===== config.mk =====
export PLATFORM = sky130hd
export DESIGN_NAME = pc_fetch_ctrl_flat
export DESIGN_NICKNAME = d
export VERILOG_FILES = /design/src/rtl/pipe_pkg.sv /design/src/rtl/pc_fetch_ctrl_if.sv /design/src/rtl/pc_fetch_ctrl_fetch_buf.sv /design/src/rtl/pc_fetch_ctrl.sv /design/src/flat_wrapper.sv
export SDC_FILE = /design/constraint.sdc
export NUM_CORES = 1
export LEC_CHECK = 0
export CELL_PAD_IN_SITES_DETAIL_PLACEMENT = 0
export CELL_PAD_IN_SITES_GLOBAL_PLACEMENT = 1
export CORE_ASPECT_RATIO = 0.6
export CORE_MARGIN = 8
export CORE_UTILIZATION = 35
export CTS_CLUSTER_SIZE = 30
export DETAILED_ROUTE_END_ITERATION = 16
export MAX_ROUTING_LAYER = met4
export PLACE_DENSITY = 0.83
export SLEW_MARGIN = 40
export SYNTH_ARGS = -nofsm -noshare
export SYNTH_HDL_FRONTEND = slang
export SYNTH_HIERARCHICAL = 1
export SYNTH_SLANG_ARGS = --single-unit

===== constraint.sdc =====
create_clock -name clk -period 2.6 [get_ports clk]
set_clock_uncertainty 0.1 [all_clocks]
set_input_delay 0.26 -clock clk [delete_from_list [all_inputs] [get_ports clk]]
set_output_delay 0.26 -clock clk [all_outputs]
set_load 0.01 [all_outputs]

===== src/rtl/pipe_pkg.sv =====
// Shared front-end types and widths for the fetch controller slice.
package pipe_pkg;
  localparam int unsigned INST_W = 32;
  localparam int unsigned ADDR_W = 32;
  localparam logic [31:0] ZERO_WORD = '0;

  typedef enum logic [1:0] {
    S_IDLE,
    S_WAIT,
    S_DROP
  } fetch_state_t;
endpackage


===== src/rtl/pc_fetch_ctrl_if.sv =====
// Fetch-side bus: instruction-memory request/ack plus the valid/ready link to decode.
interface pc_fetch_ctrl_if;
  import pipe_pkg::*;

  logic              imem_req;
  logic [ADDR_W-1:0] imem_addr;
  logic              imem_ack;
  logic [INST_W-1:0] imem_rdata;
  logic              if_valid;
  logic              if_ready;
  logic [ADDR_W-1:0] if_pc;
  logic [INST_W-1:0] if_inst;

  modport master (
    output imem_req, imem_addr, if_valid, if_pc, if_inst,
    input  imem_ack, imem_rdata, if_ready
  );

  modport slave (
    input  imem_req, imem_addr, if_valid, if_pc, if_inst,
    output imem_ack, imem_rdata, if_ready
  );
endinterface


===== src/rtl/pc_fetch_ctrl_fetch_buf.sv =====
// One-entry valid/ready holding register between fetch and decode; flush beats refill and accept.
module fetch_buf
  import pipe_pkg::*;
(
  input  logic              clk,
  input  logic              rst,
  input  logic              flush,
  input  logic              load,
  input  logic [ADDR_W-1:0] load_pc,
  input  logic [INST_W-1:0] load_inst,
  input  logic              ready,
  output logic              valid,
  output logic [ADDR_W-1:0] pc,
  output logic [INST_W-1:0] inst
);

  always_ff @(posedge clk) begin
    if (rst) begin
      valid <= 1'b0;
      pc    <= ZERO_WORD;
      inst  <= ZERO_WORD;
    end else begin
      if (flush)      valid <= 1'b0;
      else if (load)  valid <= 1'b1;
      else if (ready) valid <= 1'b0;
      if (load) begin
        pc   <= load_pc;
        inst <= load_inst;
      end
    end
  end

endmodule


===== src/rtl/pc_fetch_ctrl.sv =====
// PC owner and single-outstanding instruction fetch FSM with branch redirect and drop handling.
// Optional perf counters (perf_redirect_cnt, perf_stall_cnt) when FETCH_PERF_CNT_EN is defined.
module pc_fetch_ctrl
  import pipe_pkg::*;
#(
  parameter logic [ADDR_W-1:0] RESET_PC = 32'h0000_0000,
  parameter logic [ADDR_W-1:0] PC_INC   = 32'd4
) (
  input  logic              clk,
  input  logic              rst,
  input  logic              branch_taken,
  input  logic [ADDR_W-1:0] branch_addr,
  pc_fetch_ctrl_if.master   bus
`ifdef FETCH_PERF_CNT_EN
  ,
  output logic [31:0]       perf_redirect_cnt,
  output logic [31:0]       perf_stall_cnt
`endif
);

  fetch_state_t      state;
  logic [ADDR_W-1:0] pc;
  logic              req_q;
  logic [ADDR_W-1:0] addr_q;
  logic              buf_valid;
  logic [ADDR_W-1:0] buf_pc;
  logic [INST_W-1:0] buf_inst;
  logic              load;

  // A redirect arriving with the ack discards the returned word.
  assign load = (state == S_WAIT) && bus.imem_ack && !branch_taken;

  always_ff @(posedge clk) begin
    if (rst) begin
      state  <= S_IDLE;
      pc     <= RESET_PC;
      req_q  <= 1'b0;
      addr_q <= RESET_PC;
    end else begin
      case (state)
        S_IDLE: begin
          if (branch_taken) begin
            pc <= branch_addr;
          end else if (!buf_valid || bus.if_ready) begin
            req_q  <= 1'b1;
            addr_q <= pc;
            state  <= S_WAIT;
          end
        end
        S_WAIT: begin
          if (bus.imem_ack) begin
            req_q <= 1'b0;
            state <= S_IDLE;
            pc    <= branch_taken ? branch_addr : pc + PC_INC;
          end else if (branch_taken) begin
            pc    <= branch_addr;
            state <= S_DROP;
          end
        end
        S_DROP: begin
          if (branch_taken) pc <= branch_addr;
          if (bus.imem_ack) begin
            req_q <= 1'b0;
            state <= S_IDLE;
          end
        end
        default: state <= S_IDLE;
      endcase
    end
  end

  fetch_buf u_buf (
    .clk       (clk),
    .rst       (rst),
    .flush     (branch_taken),
    .load      (load),
    .load_pc   (pc),
    .load_inst (bus.imem_rdata),
    .ready     (bus.if_ready),
    .valid     (buf_valid),
    .pc        (buf_pc),
    .inst      (buf_inst)
  );

  assign bus.imem_req  = req_q;
  assign bus.imem_addr = addr_q;
  assign bus.if_valid  = buf_valid;
  assign bus.if_pc     = buf_pc;
  assign bus.if_inst   = buf_inst;

`ifdef FETCH_PERF_CNT_EN
  always_ff @(posedge clk) begin
    if (rst) begin
      perf_redirect_cnt <= '0;
      perf_stall_cnt    <= '0;
    end else begin
      if (branch_taken)                 perf_redirect_cnt <= perf_redirect_cnt + 32'd1;
      if (buf_valid && !bus.if_ready)   perf_stall_cnt    <= perf_stall_cnt + 32'd1;
    end
  end
`endif

endmodule


===== src/flat_wrapper.sv =====
// flat-port wrapper written by rule: the top's interface ports become plain ports
module pc_fetch_ctrl_flat import pipe_pkg::*;
#(
  parameter logic [ADDR_W-1:0] RESET_PC = 32'h0000_0000,
  parameter logic [ADDR_W-1:0] PC_INC   = 32'd4
)
  (clk, rst, branch_taken, branch_addr, bus_imem_req, bus_imem_addr, bus_if_valid, bus_if_pc, bus_if_inst, bus_imem_ack, bus_imem_rdata, bus_if_ready);
  pc_fetch_ctrl_if bus_i ();
  input  logic clk;
  input  logic rst;
  input  logic branch_taken;
  input  logic [ADDR_W-1:0] branch_addr;
  output wire logic [$bits(bus_i.imem_req)-1:0] bus_imem_req;
  output wire logic [$bits(bus_i.imem_addr)-1:0] bus_imem_addr;
  output wire logic [$bits(bus_i.if_valid)-1:0] bus_if_valid;
  output wire logic [$bits(bus_i.if_pc)-1:0] bus_if_pc;
  output wire logic [$bits(bus_i.if_inst)-1:0] bus_if_inst;
  input wire logic [$bits(bus_i.imem_ack)-1:0] bus_imem_ack;
  input wire logic [$bits(bus_i.imem_rdata)-1:0] bus_imem_rdata;
  input wire logic [$bits(bus_i.if_ready)-1:0] bus_if_ready;
  assign bus_imem_req = bus_i.imem_req;
  assign bus_imem_addr = bus_i.imem_addr;
  assign bus_if_valid = bus_i.if_valid;
  assign bus_if_pc = bus_i.if_pc;
  assign bus_if_inst = bus_i.if_inst;
  assign bus_i.imem_ack = bus_imem_ack;
  assign bus_i.imem_rdata = bus_imem_rdata;
  assign bus_i.if_ready = bus_if_ready;
  pc_fetch_ctrl #(.RESET_PC(RESET_PC), .PC_INC(PC_INC)) u_core (.clk(clk), .rst(rst), .branch_taken(branch_taken), .branch_addr(branch_addr), .bus(bus_i));
endmodule

==> summary.md <==
| Metric | Value |
|---|---|
| Status | completed |
| Avg WL per Cell | between 15 and 20 um |
| Drt first-iter violations | about 360 |
| Core footprint | 0.0160 sq mm |
| Fin crit share | 0.944 |
| Ranking of synthesized cells by area | dfxtp_1 (47%), mux2i_1 (12%), nor2_1 (6.3%) |
| CTS tree | built |
| P per Cell Area | just under 700 mW/mm^2 |
| Dpl cell area | ~0.0075 sq mm |
| Gp weighted congestion | roughly 0.86 |
| CP Launch Type | flop |
| Insertion delay to the later sink of the worst-skew pair | 0.41 ns |
| Rel. slew slack | 0.579 |
| Slew @ Worst Pin | ~0.63 ns |
| Die height | between 100 and 150 um |
| Top cells by count, synth | dfxtp_1 (132), nor2_1 (95), nand2_1 (89) |
| CP delay by family, top | simple AND/OR/NAND/NOR gates |
| Port bufs | approximately 170 |
| CP peak stage delay | 0.64 ns |
| Synthesized area | 0.00564 sq mm |
| Final setup violating endpoints | 0 |
| Vias in the first global route | approximately 5.3k |
| Antenna violations before repair | 0 |
| #FFs+latches synth | about 130 |
| Fin crit period | 2.46 ns |
| Post-route ant nets | 0 |
| Post-synth top area cell | dfxtp_1 |
| CTS clk-pin slew, worst paths | about 0.06 ns |
| Initial Utilization | 0.353 |
| Sequential fraction of the synthesis area | 0.468 |
| Crit Path Class | reg2reg |
| Final global-route overflow total | 0 |
| Critical Path AT | about 2.7 ns |
| Worst-path cell chain | inv_1, ha_1, or3b_1, nor3_4, nand4_1, or3_1, a31oi_1 |
| Slew Viols, Final | 0 |
| Ant. Diodes | 0 |
| Worst path slowest cell | or3b_1 |
| Clock buffer count from CTS | 17 |
| Post-synth EDFFs | 0 |
| DR vias/cell | 5.22 |
| Area delta synth->final | 45.9% |
| Maximum clock rate | ~410 MHz |
| Max FO, Critical Path | 9 |
| Std cell rows | 36 |
| Design Area, Final | 0.00823 sq mm |
| Top-count cell post-synth | dfxtp_1 |
| Number of synthesis warnings | 6 |
| Worst hold path type | in2reg |
| VDD IR-drop max | ~0.4 mV |
| Final WL | about 19 mm |
| CP endpoint kind | flop |
| Distinct cell type count after synthesis | 53 |
| Pin count of the biggest net entering global routing | 58 |
| Clock root cell | clkbuf_16 |
| Residual DRC count | 0 |
| FFs w/ async S/R, synth | 0 |
| Total Die Area | 0.0206 sq mm |
| Max cap viols | 0 |
| CTS H-tree depth | 4 |
| Buf/Inv on CP | 1 |
| Final Hold Fails | 0 |
| Syn Area/Cell | about 8.7 sq um |
| Top_reg_cell synth | dfxtp_1 |
| Clock sink count | ~130 |
| First-pass GRT wire length | ~30 mm |
| Ports | around 170 |
| CTS max path bufs | 2 |
| Die X | around 180 um |
| Leakage | between 2 and 3 nW |
| Worst EP required | approximately 2.8 ns |
| First drt pass iteration count | 5 |
| Synth Instances | ~650 |
| Setup TNS | 0 ns |
| Syn nets | 722 |
| Share of cells above drive strength 1 | 0.0763 |
| GRT Overall Usage | 0.184 |
| Top cell type's share of synthesized area | 0.468 |
| Final Net Count | just under 900 |
| CTS Hold Bufs | 0 |
| Via count | between 5k and 6k |
| HPWL Detailed | 13.5 mm |
| RSZ-0062 raised after global routing | no |
-- cell usage in the layout (no fill, tap or decap), types with 4 or more instances in the layout --
master and n:
nand4_1 13, bufinv_16 6, a31oi_1 5, o21ai_0 7, a21oi_1 60, ha_1 5
buf_4 25, nand3_1 17, nor2b_1 6, a22oi_1 15, nor2_1 94, nand2_1 89
inv_6 4, o21ai_1 8, nor3_1 7, dfxtp_1 132, clkbuf_16 17, inv_1 6
mux2i_1 70, and3_1 10, clkdlybuf4s50_1 165, and2_1 4, or3_1 5
-- kinds of logic (layout without fill, tap and decap cells) --
kind of cell / count (synthesis) / after routing / synth area share
AOI/OAI and AO/OA: 126 / 126 / 0.139
adders and majority gates: 5 / 5 / 0.0111
buffers and inverters: 52 / 230 / 0.0472
DFF: 132 / 132 / 0.468
muxes: 70 / 70 / 0.124
and+or+nand+nor: 263 / 263 / 0.210
-- power by group --
part	internal (mW)	switching, mW	leakage, nW
logic	0.315	0.314	1.55
registers	2.11	0.0842	1.07
clock network	1.84	0.940	0.336
-- through the flow --
step / hold WS, ns / utilization / total power, mW / setup WS, ns / instances
2_1_floorplan: 0.296 / - / 2.53 / 0.394 / 648
3_3_place_gp: 0.343 / 0.472 / 2.84 / 0.158 / 1003
3_5_place_dp: 0.349 / 0.472 / 2.86 / 0.165 / 1003
4_1_cts: 0.241 / 0.515 / 5.65 / 0.155 / 1035
5_1_grt: 0.255 / 0.515 / 5.81 / 0.0235 / 1035
6_report: 0.219 / 0.515 / 5.60 / 0.144 / 1035
-- worst register-to-register path, cell delays in order (launching register included) --
cell and delay, ns:
dfxtp_1 0.39, inv_1 0.11, ha_1 0.28, or3b_1 0.64, nor3_4 0.25, nand4_1 0.13, or3_1 0.32, a31oi_1 0.16
-- what timing repair did --
| item | 4_1_cts | 5_1_grt |
|---|---|---|
| gates resized for setup | 0 | 1 |
| setup endpoints to repair | 0 | 1 |
| buffers inserted | 0 | 0 |
-- path summary, 6_finish.rpt --
path                                               start                        to  slack, ns  cells after the start
worst max-delay path                     u_core/state[1]             u_core/pc[13]       0.14                      7
worst min-delay path                                 rst       u_core/u_buf/pc[22]       0.22                      2
worst max register to register           u_core/state[1]             u_core/pc[13]       0.14                      7
worst min register to register  u_core/bus.imem_addr[12]  u_core/bus.imem_addr[12]       0.35                      2
-- final cells by class --
cell class	count	area (sq um)
clock inverters	14	246
fillers	1480	7760
inverters	6	22.5
clock buffers	18	439
well taps	209	262
multi-input cells	464	2740
flip-flops and latches	132	2640
repair buffers	192	1880
-- flip-flops by register name (all words and copies together) (netlist names) --
register,count
u_core/state,2
u_core/bus.imem_addr,32
u_core/u_buf/valid,1
u_core/u_buf/inst,32
u_core/pc,32
u_core/bus.imem_req,1
u_core/u_buf/pc,32
-- layer usage --
metal	GRT usage	routed length, um	vias up
met2	0.263	7780	194
met3	0.0485	1170	13
met5	-	0	-
met4	0.0359	102	0
li1	-	-	2611
met1	0.256	9590	2582
Power figures use the tool's default switching activity.
